`src/rtl/param_sync_fifo.sv`:
```
// param_sync_fifo: parametrised single-clock FIFO with valid/ready handshakes
// on both sides, occupancy count, almost-full/almost-empty flags and a
// synchronous flush. rd_data is show-ahead (read straight from the head slot).
// Optional error flags (ovf, drop_cnt, err_clr) are built when the macro
// FIFO_ERR_FLAGS_EN is defined; without it, writes to a full FIFO are dropped
// silently.
module param_sync_fifo #(
  parameter int DATA_W = 32,
  parameter int DEPTH  = 8,
  parameter int AF_LVL = DEPTH - 1,
  parameter int AE_LVL = 1
) (
  input  logic                         clk,
  input  logic                         reset,
  input  logic                         flush,
  input  logic                         wr_valid,
  output logic                         wr_ready,
  input  logic [DATA_W-1:0]            wr_data,
  output logic                         rd_valid,
  input  logic                         rd_ready,
  output logic [DATA_W-1:0]            rd_data,
  output logic [$clog2(DEPTH+1)-1:0]   count,
  output logic                         almost_full,
  output logic                         almost_empty
`ifdef FIFO_ERR_FLAGS_EN
  ,
  output logic                         ovf,
  output logic [7:0]                   drop_cnt,
  input  logic                         err_clr
`endif
);

  localparam int AW = $clog2(DEPTH);
  localparam int PW = AW + 1;
  localparam int CW = $clog2(DEPTH + 1);

  localparam logic [PW-1:0] PTR_ONE = PW'(1);
  localparam logic [CW-1:0] CNT_ONE = CW'(1);
  localparam logic [CW-1:0] AF_C    = CW'(AF_LVL);
  localparam logic [CW-1:0] AE_C    = CW'(AE_LVL);

  generate
    if (DEPTH < 2 || (DEPTH & (DEPTH - 1)) != 0) begin : g_bad_depth
      $error("param_sync_fifo: DEPTH must be a power of 2 and >= 2");
    end
  endgenerate

  logic [DATA_W-1:0] r_mem [DEPTH];
  logic [PW-1:0]     r_wr_ptr;
  logic [PW-1:0]     r_rd_ptr;
  logic [CW-1:0]     r_count;

  logic w_full;
  logic w_empty;
  logic w_push;
  logic w_pop;

  // Full/empty come only from registered pointers; the extra MSB tells
  // a full ring (MSBs differ) from an empty one (pointers equal).
  always_comb begin
    w_empty = (r_wr_ptr == r_rd_ptr);
    w_full  = (r_wr_ptr[AW] != r_rd_ptr[AW]) &&
              (r_wr_ptr[AW-1:0] == r_rd_ptr[AW-1:0]);
    w_push  = wr_valid & ~w_full;
    w_pop   = rd_ready & ~w_empty;
  end

  assign wr_ready     = ~w_full;
  assign rd_valid     = ~w_empty;
  assign rd_data      = r_mem[r_rd_ptr[AW-1:0]];
  assign count        = r_count;
  assign almost_full  = (r_count >= AF_C);
  assign almost_empty = (r_count <= AE_C);

  // Storage write; the RAM is deliberately not reset or flushed.
  always_ff @(posedge clk) begin
    if (w_push && !flush) begin
      r_mem[r_wr_ptr[AW-1:0]] <= wr_data;
    end
  end

  // Pointer and occupancy update; flush wins over any handshake in the same cycle.
  always_ff @(posedge clk or negedge reset) begin
    if (!reset) begin
      r_wr_ptr <= '0;
      r_rd_ptr <= '0;
      r_count  <= '0;
    end else if (flush) begin
      r_wr_ptr <= '0;
      r_rd_ptr <= '0;
      r_count  <= '0;
    end else begin
      if (w_push) r_wr_ptr <= r_wr_ptr + PTR_ONE;
      if (w_pop)  r_rd_ptr <= r_rd_ptr + PTR_ONE;
      case ({w_push, w_pop})
        2'b10:   r_count <= r_count + CNT_ONE;
        2'b01:   r_count <= r_count - CNT_ONE;
        default: r_count <= r_count;
      endcase
    end
  end

`ifdef FIFO_ERR_FLAGS_EN
  logic       r_ovf;
  logic [7:0] r_drop_cnt;
  logic       w_drop;

  assign w_drop   = wr_valid & w_full;
  assign ovf      = r_ovf;
  assign drop_cnt = r_drop_cnt;

  // Sticky overflow and saturating drop counter; a drop coinciding with
  // err_clr is counted as the first event after the clear.
  always_ff @(posedge clk or negedge reset) begin
    if (!reset) begin
      r_ovf      <= 1'b0;
      r_drop_cnt <= '0;
    end else if (flush) begin
      r_ovf      <= 1'b0;
      r_drop_cnt <= '0;
    end else if (err_clr) begin
      r_ovf      <= w_drop;
      r_drop_cnt <= w_drop ? 8'd1 : 8'd0;
    end else if (w_drop) begin
      r_ovf      <= 1'b1;
      r_drop_cnt <= (r_drop_cnt != 8'hFF) ? r_drop_cnt + 8'd1 : r_drop_cnt;
    end
  end
`endif

endmodule

```
`config.mk`:
```
export PLATFORM = sky130hd
export DESIGN_NAME = param_sync_fifo
export DESIGN_NICKNAME = d
export VERILOG_FILES = /design/src/rtl/param_sync_fifo.sv
export SDC_FILE = /design/constraint.sdc
export NUM_CORES = 1
export LEC_CHECK = 0
export ABC_AREA = 1
export ABC_CLOCK_PERIOD_IN_PS = 4900
export CORE_ASPECT_RATIO = 1.4
export CORE_MARGIN = 2
export CORE_UTILIZATION = 50
export DETAILED_ROUTE_END_ITERATION = 8
export PLACE_DENSITY = 0.8
export SLEW_MARGIN = 5
export SYNTH_ARGS = -nofsm -noshare
export SYNTH_HDL_FRONTEND = slang
export SYNTH_SLANG_ARGS = --single-unit
```
`constraint.sdc`:
```
create_clock -name clk -period 4.9 [get_ports clk]
set_clock_uncertainty 0.1 [all_clocks]
set_input_delay 0.735 -clock clk [delete_from_list [all_inputs] [get_ports clk]]
set_output_delay 0.735 -clock clk [all_outputs]
set_load 0.005 [all_outputs]
```
### Word-level counts from Yosys, hierarchy flattened

Memory sizes are Yosys's and may differ from the RTL's.
Index checks and enable logic that the tools add are counted.

| operators by class | value |
|---|---|
| $add $sub $neg | 4 |
| $lt $le $gt $ge | 2 |
| bitwise logic cells | 4 |
| muxes and demuxes | 8 |
| reduce and logical (&&, ||, !) cells | 6 |
| eq/ne operators | 5 |

Operators by type and width:

| kind | count |
|---|---|
| 4-bit two-way mux | 5 |
| 4-bit by 1-bit adder with 4-bit output (second input constant) | 3 |
| 4-bit one-hot mux with 2 select lines | 1 |
| 4-bit equality test | 1 |
| 4-bit by 3-bit >= comparator with 1-bit output (second input constant) | 1 |
| 4-bit by 1-bit <= comparator with 1-bit output (second input constant) | 1 |
| 2-bit nonzero test | 2 |
| 4-bit by 1-bit subtractor with 4-bit output (second input constant) | 1 |
| 3-bit equality test | 1 |
| 3-bit nonzero test | 1 |
| 1-bit AND | 2 |
| 2-bit by 1-bit equality test with 1-bit output (second input constant) | 1 |
| 2-bit equality test (second input constant) | 1 |
| 1-bit logical AND | 2 |
| 1-bit two-way mux | 2 |
| 1-bit inverter | 2 |
| 1-bit zero test | 1 |
| 1-bit != test | 1 |

| word-level totals | value |
|---|---|
| input bits | 37 |
| flip-flop bits (word level) | 12 |
| output and inout bits | 40 |
| memories | 1 |
| bits in writable memories | 256 |

Memories:

| memory | words | width | rd ports | clocked after memory_dff | write ports | line | RTL |
|---|---|---|---|---|---|---|---|
| r_mem | 8 | 32 | 1 | 0 | 1 | 48 | `logic [DATA_W-1:0] r_mem [DEPTH];` |

### Longest topological paths before layout

Gate-level depths: netlist (run 1).

| depth | value |
|---|---|
| depth in word-level cells | 7 |
| mapped depth | 11 |
| mapped depth without buffers | 11 |

### Worst setup path before layout (run 1)

Ideal clock, no wire load.

| timing path | value |
|---|---|
| path kind | input-to-reg |
| start | in wr_valid |
| end | mem r_mem[5][0] (enable) |
| setup time | 461 ps |
| arrival | 3,259 ps |
| required time | 4,339 ps |
| stages | 4 |
| setup slack | 1,080 ps |
| cells stage by stage | nand2_2 inv_2 nand2_1 nor3_1 |

| on the way | value |
|---|---|
| word-level cells in the longest chain between the ends | 4 |

RTL lines:

| item | line | RTL |
|---|---|---|
| start, declared | 16 | `input logic wr_valid,` |
| 1-bit AND | 64 | `w_push = wr_valid & ~w_full;` |
| 1-bit logical AND | 77 | `if (w_push && !flush) begin` |
| 1-bit two-way mux | 77 |  |
| 1-bit two-way mux (not written as such) | 78 | `r_mem[r_wr_ptr[AW-1:0]] <= wr_data;` |
| end, declared | 48 |  |

No other way between the ends.

### Worst setup path in the final report (run 1)

| timing path | value |
|---|---|
| start | reg r_rd_ptr[0] |
| end | out rd_data[18] |

| on the way | value |
|---|---|
| word-level cells in the longest chain between the ends | 1 |

RTL lines:

| item | line | RTL |
|---|---|---|
| start, declared | 50 | `logic [PW-1:0] r_rd_ptr;` |
| start signal, assigned | 94 | `if (w_pop) r_rd_ptr <= r_rd_ptr + PTR_ONE;` |
| memory read 8 x 32 bit | -- |  |
| end, declared | 21 | `output logic [DATA_W-1:0] rd_data,` |

No other way between the ends.

==> results.yml, run 1 <==
outcome:
  status: "complete, no violations"
floorplan:
  row_count: 63
  die_area_mm2: 0.0226
  die_x_um: 128
  num_io_pins: 77
  start_util_pct: 50.7
  core_area_mm2: 0.0211
  dieHeight_um: 177
placed_design:
  hpwlAfterDp_um: 12600
  place.gp.congestion: 0.748
  placed_area_mm2: 0.0118
  io_buffer_count: 76
worst_setup_path:
  critPathMaxStageDelay_ns: 0.68
  crit_buf_inv: 3
  reg2reg_from: "r_rd_ptr[0]$_DFFE_PN0P_"
  crit_arrival_ns: 3.32
  end_kind: "output pin"
  cpMaxStageDelayCell: "dfrtp_4"
  cp_cell_sequence: "clkinv_2 -> buf_4 -> o21ai_0 -> a31oi_1 -> clkdlybuf4s50_1"
  critPathMaxFanout: 47
  r2r-end: "r_mem[0][11]$_DFFE_PP_"
  required_ns: 4.07
  worstSetupPathType: "reg2out"
  r2r_cells: 8
  critPathTopFamily: "buffers and inverters"
  r2r_slack_ns: 1.55
  crit_path_start_kind: "flop"
clocking:
  cts_tree: "done"
  clockBufferDepth: 3
  clk_latency_ns: 0.52
  postCtsSetupBuffers: 0
  htree_levels: 1
  cts_buffers: 24
  cts.repair.resized: 0
  cts_sinks: 268
  hold_buffers: 0
  root_buffer: "clkbuf_16"
  cts.clk_slew.worst_paths_ns: 0.07
layout:
  fin_util_pct: 59.7
  layout.nets: 958
  design_area_mm2: 0.0126
  diodes: 0
  drive_above_1_share_pct: 8.24
  syn_to_final_growth_pct: 17.7
hold_path:
  hold_path_class: "in2async"
route:
  routed_wl_um: 23600
  drtPass1Iterations: 5
  route.vias.total: 6973
  drc_errors: 0
  vias_per_cell: 5.84
  drtIter0Drc: 707
  wl_per_cell_um: 19.8
  postRouteAntennaNets: 0
power_and_ir_drop:
  seqPwrFrac_pct: 47.3
  swShare_pct: 24.7
  p_leak_nw: 4.24
  clock_power_share_pct: 36.2
  vdd_drop_max_v: 0.000254
  intPower_mw: 4.14
  power_switching_mw: 1.36
  cellPowerDensity_mw_per_mm2: 437
  p_comb_share_pct: 16.5
logic_synthesis:
  synth_seq_area_share_pct: 74.6
  syn-cell-area_mm2: 0.0107
  yosys_warnings: 0
  synth_ff_type: "edfxtp_1"
  avgSynthCellArea_um2: 12.6
  ys_ff_latch: 268
  syn_nets: 891
  synth-edff-count: 256
  ys_async_sr_fraction_pct: 4.48
  yosys.cell_types.count: 32
  synth_cells: 849
timing:
  setup_tns_ns: 0
  drv_slew: 0
  setup_viol: 0
  post-route-min-period_ns: 4.15
  tightest_slew_ns: 0.772
  hold_viol: 0
  period_share_pct: 84.8
  max_freq_mhz: 241
  slew_headroom_pct: 48.4
  rsz0062_at_grt: "no"
flow_run:
  maxCapViolCount: 0
grt:
  grt_usage_pct: 20.7
  grt_max_degree: 68
  overflow: 0
  grt_pass1_wl_um: 36700
  antenna_found_initial: 0
  first_global_vias: 7018
[layout by cell type, fill, tap and decap left out, types with 10 or more instances in the layout]
| cell | n |
|---|---|
| a31oi_1 | 32 |
| buf_4 | 15 |
| clkbuf_16 | 25 |
| clkdlybuf4s50_1 | 76 |
| dfrtp_1 | 10 |
| edfxtp_1 | 256 |
| inv_1 | 10 |
| nand2_1 | 37 |
| nand3_1 | 10 |
| nor2_1 | 229 |
| o21ai_0 | 130 |
| o22ai_1 | 32 |
[through the flow]
stage | power [mW] | instances | worst slack, ns | hold slack (ns)
after floorplan | 3.15 | 849 | 1.08 | 0.339
final | 5.50 | 1194 | 0.745 | 0.496
after global placement | 3.52 | 1150 | 1.40 | 0.470
after CTS | 5.53 | 1194 | 0.773 | 0.509
after global routing | 5.70 | 1194 | 0.522 | 0.530
after detailed placement | 3.55 | 1150 | 1.32 | 0.506
[flip-flops by register name, summed over array words and instances, names as in the netlist]
register,flops
r_rd_ptr,4
count,4
r_wr_ptr,4
r_mem,256
[worst max-delay path by stage]
| stage | startpoint | endpoint | slack [ns] | cells past startpoint |
|---|---|---|---|---|
| after detailed placement | r_rd_ptr[0]$_DFFE_PN0P_ | rd_data[22] | 1.32 | 7 |
| final | r_rd_ptr[0]$_DFFE_PN0P_ | rd_data[18] | 0.75 | 5 |
| after CTS | r_rd_ptr[0]$_DFFE_PN0P_ | rd_data[22] | 0.77 | 7 |
| after floorplan | wr_valid | r_mem[5][0]$_DFFE_PP_ | 1.08 | 4 |
| after global routing | r_rd_ptr[0]$_DFFE_PN0P_ | rd_data[17] | 0.52 | 7 |
| after global placement | r_rd_ptr[0]$_DFFE_PN0P_ | rd_data[22] | 1.40 | 7 |
[worst register-to-register path: stages (launching register included)]
cell and delay [ns]:
dfrtp_4 0.68, buf_4 0.48, xnor2_1 0.19, nand4_2 0.12, nand2_2 0.13, inv_2 0.17, nand3_2 0.25, nor2_4 0.45
buf_4 0.44
[final cells by class]
| class | instances | area [um2] |
|---|---|---|
| fill | 1559 | 8520 |
| tap | 260 | 325 |
| clock inverter | 15 | 205 |
| sequential | 268 | 7990 |
| timing repair buffer | 92 | 893 |
| multi-input combinational | 513 | 2490 |
| clock buffer | 29 | 641 |
| inverter | 17 | 65.1 |
[routing by layer]
layer  vias to the layer above  global-route usage (%)  routed length, um
met5                         -                       0                  0
met1                      3440                    26.2               9170
li1                       3200                       -                  -
met3                        47                    2.57               1510
met2                       286                    37.4              12400
met4                         0                    6.04                468
[power groups by stage]
stage / clock [mW] / sequential [mW] / combinational, mW
detailed placement: 0 / 2.65 / 0.902
global placement: 0 / 2.65 / 0.873
CTS: 2.02 / 2.60 / 0.912
finish: 1.99 / 2.60 / 0.906
global route: 2.10 / 2.61 / 0.997
floorplan: 0 / 2.63 / 0.528
[cell usage after synthesis, types with 2 or more instances]
| library cell | number | share of area, % |
|---|---|---|
| inv_1 | 12 | 0.42 |
| dfrtp_1 | 12 | 2.8 |
| nand4_1 | 3 | 0.18 |
| nor3_1 | 5 | 0.23 |
| clkbuf_1 | 31 | 1.1 |
| a21oi_1 | 5 | 0.23 |
| o22ai_1 | 32 | 1.9 |
| a31oi_1 | 32 | 1.9 |
| xor2_1 | 4 | 0.33 |
| ha_1 | 5 | 0.58 |
| buf_2 | 15 | 0.70 |
| nand2_2 | 2 | 0.12 |
| xnor2_1 | 2 | 0.16 |
| nand3_1 | 10 | 0.47 |
| nand2_1 | 37 | 1.3 |
| nor2_1 | 234 | 8.2 |
| o21ai_1 | 4 | 0.19 |
| o21ai_0 | 130 | 6.1 |
| edfxtp_1 | 256 | 72 |
| inv_2 | 4 | 0.14 |
| buf_4 | 3 | 0.21 |
[logic make-up after synthesis]
logic type	share of synthesized area [%]
xor+xnor	0.490
buf+inv	2.73
fa+ha+maj	0.584
simple gates	11.3
flops	74.6
compound gates	10.4
Power figures use the tool's default switching activity.
==> inputs of run 2 (changes only) <==
--- a/config.mk
+++ b/config.mk
@@ -6,12 +6,12 @@
 export NUM_CORES = 1
 export LEC_CHECK = 0
 export ABC_AREA = 1
-export ABC_CLOCK_PERIOD_IN_PS = 4900
+export ABC_CLOCK_PERIOD_IN_PS = 3400
 export CORE_ASPECT_RATIO = 1.4
 export CORE_MARGIN = 2
 export CORE_UTILIZATION = 50
 export DETAILED_ROUTE_END_ITERATION = 8
-export PLACE_DENSITY = 0.8
+export PLACE_DENSITY = 0.82
 export SLEW_MARGIN = 5
 export SYNTH_ARGS = -nofsm -noshare
 export SYNTH_HDL_FRONTEND = slang
==> constraint.sdc (replaced) <==
create_clock -name clk -period 3.4 [get_ports clk]
set_clock_uncertainty 0.1 [all_clocks]
set_input_delay 0.51 -clock clk [delete_from_list [all_inputs] [get_ports clk]]
set_output_delay 0.51 -clock clk [all_outputs]
set_load 0.005 [all_outputs]
==> run 2 against run 1 <==
- global-route usage fell by 0.44 points
- worst hold slack got worse by 0.19 ns
- die area did not move
- design area rose by 1.5%
- utilization rose by 0.90 points
- sequential share of layout area fell by 0.94 points
- critical path depth rose by 2
- register-to-register slack got worse by 0.98 ns
- critical path type unchanged
- largest cell class unchanged
- highest routed layer unchanged
==> results.yml, run 2 (synthesis results as in run 1) <==
outcome:
  status: "complete, no violations"
timing:
  drv_slew: 0
  post-route-min-period_ns: 3.26
  hold_viol: 0
  max_freq_mhz: 306
  fin_hold_ws_ns: 0.307
  slew_headroom_pct: 18.1
  period_share_pct: 96.0
  rsz0062_at_grt: "no"
  setup_tns_ns: 0
  setup_viol: 0
  tightest_slew_ns: 1.23
worst_setup_path:
  required_ns: 2.79
  worstSetupPathType: "reg2out"
  crit_arrival_ns: 2.65
  end_kind: "output pin"
  r2r_slack_ns: 0.57
  critPathMaxFanout: 46
  crit_path_start_kind: "flop"
route:
  drtPass1Iterations: 5
  vias_per_cell: 5.80
  postRouteAntennaNets: 0
  wl_per_cell_um: 19.3
  routed_wl_um: 23300
  route.vias.total: 7006
  drc_errors: 0
  drtIter0Drc: 704
power_and_ir_drop:
  vdd_drop_max_v: 0.000409
  p_leak_nw: 4.36
  cellPowerDensity_mw_per_mm2: 630
floorplan:
  die_area_mm2: 0.0226
  core_area_mm2: 0.0211
  num_io_pins: 77
  die_x_um: 128
  dieHeight_um: 177
  start_util_pct: 50.7
  row_count: 63
layout:
  syn_to_final_growth_pct: 19.5
  layout.nets: 973
  diodes: 0
  fill_cells: 1518
  drive_above_1_share_pct: 10.0
  layout_common_cells: "edfxtp_1, nor2_1, o21ai_0, clkdlybuf4s50_1, nand2_1"
  largest_reg_flops: 256
  final_common_cell: "edfxtp_1"
grt:
  grt_usage_pct: 20.3
  overflow: 0
  grt_pass1_wl_um: 35800
  antenna_found_initial: 0
  first_global_vias: 7004
  grt_max_degree: 67
clocking:
  root_buffer: "clkbuf_16"
  cts_sinks: 268
  clockBufferDepth: 3
  clk_latency_ns: 0.51
  htree_levels: 1
  cts_buffers: 24
  cts_tree: "done"
  cts.clk_slew.worst_paths_ns: 0.07
  hold_buffers: 0
placed_design:
  place.gp.congestion: 0.866
  hpwlAfterDp_um: 13100
  io_buffer_count: 76
flow_run:
  maxCapViolCount: 0
hold_path:
  hold_path_class: "in2async"
==> run 2: area by class of cell <==
type	count	area, um2	share of cell area [%]
sequential	268	7990	62.5
inverter	17	71.3	0.557
clock inverter	11	191	1.50
tap	260	325	2.54
clock buffer	32	682	5.33
timing repair buffer	107	1050	8.20
multi-input combinational	513	2490	19.4
==> run 2: worst max-delay path, stage by stage, from the launching register on <==
cell,delay (ns)
dfrtp_4,0.57
inv_8,0.15
buf_12,0.22
o21ai_0,0.13
o22ai_1,0.17
nor2_1,0.06
a31oi_1,0.28
clkdlybuf4s50_1,0.57
==> run 2: metal layers <==
metal	wire [um]	vias up	part of all wire [%]	track usage, %
li1	-	3223	-	-
met1	8980	3398	39	25.4
met2	12000	329	52	35.9
met3	1660	56	7.1	2.33
met4	644	0	2.8	8.24
met5	0	-	0	0
==> run 2: timing repair <==
| action | CTS | global route |
|---|---|---|
| endpoints found under the hold margin | 0 | 0 |
| endpoints found under the setup margin | 13 | 26 |
| gates resized for setup | 3 | 2 |
| buffers inserted | 0 | 3 |
==> run 2: power by group <==
part	internal, mW	switching, mW	leakage (nW)	total, mW
clock network	1.80	1.14	0.423	2.93
registers	3.68	0.0539	2.47	3.74
logic	0.624	0.775	1.47	1.40
total	6.10	1.96	4.36	8.07
==> run 2: metrics by stage <==
stage                     instances  setup slack [ns]  instance area (um2)  power, mW  util, %
after floorplan                 849            -0.383                10700       4.54        -
after global placement         1162             0.463                11900       5.11     56.2
after detailed placement       1162             0.421                11900       5.16     56.2
after CTS                      1205           0.00821                12800       8.06     60.4
after global routing           1208           0.00304                12800       8.35     60.6
final                          1208             0.137                12800       8.07     60.6
==> run 2: path summary, 6_finish.rpt <==
path / start / cells after the start / to
min: reset / 1 / count[3]$_DFFE_PN0P_
min in group clk: count[3]$_DFFE_PN0P_ / 2 / count[3]$_DFFE_PN0P_
max in group asynchronous: reset / 1 / r_rd_ptr[0]$_DFFE_PN0P_
max: r_rd_ptr[0]$_DFFE_PN0P_ / 7 / rd_data[13]
min reg2reg: count[3]$_DFFE_PN0P_ / 2 / count[3]$_DFFE_PN0P_
max reg2reg: r_rd_ptr[0]$_DFFE_PN0P_ / 8 / r_mem[6][20]$_DFFE_PP_
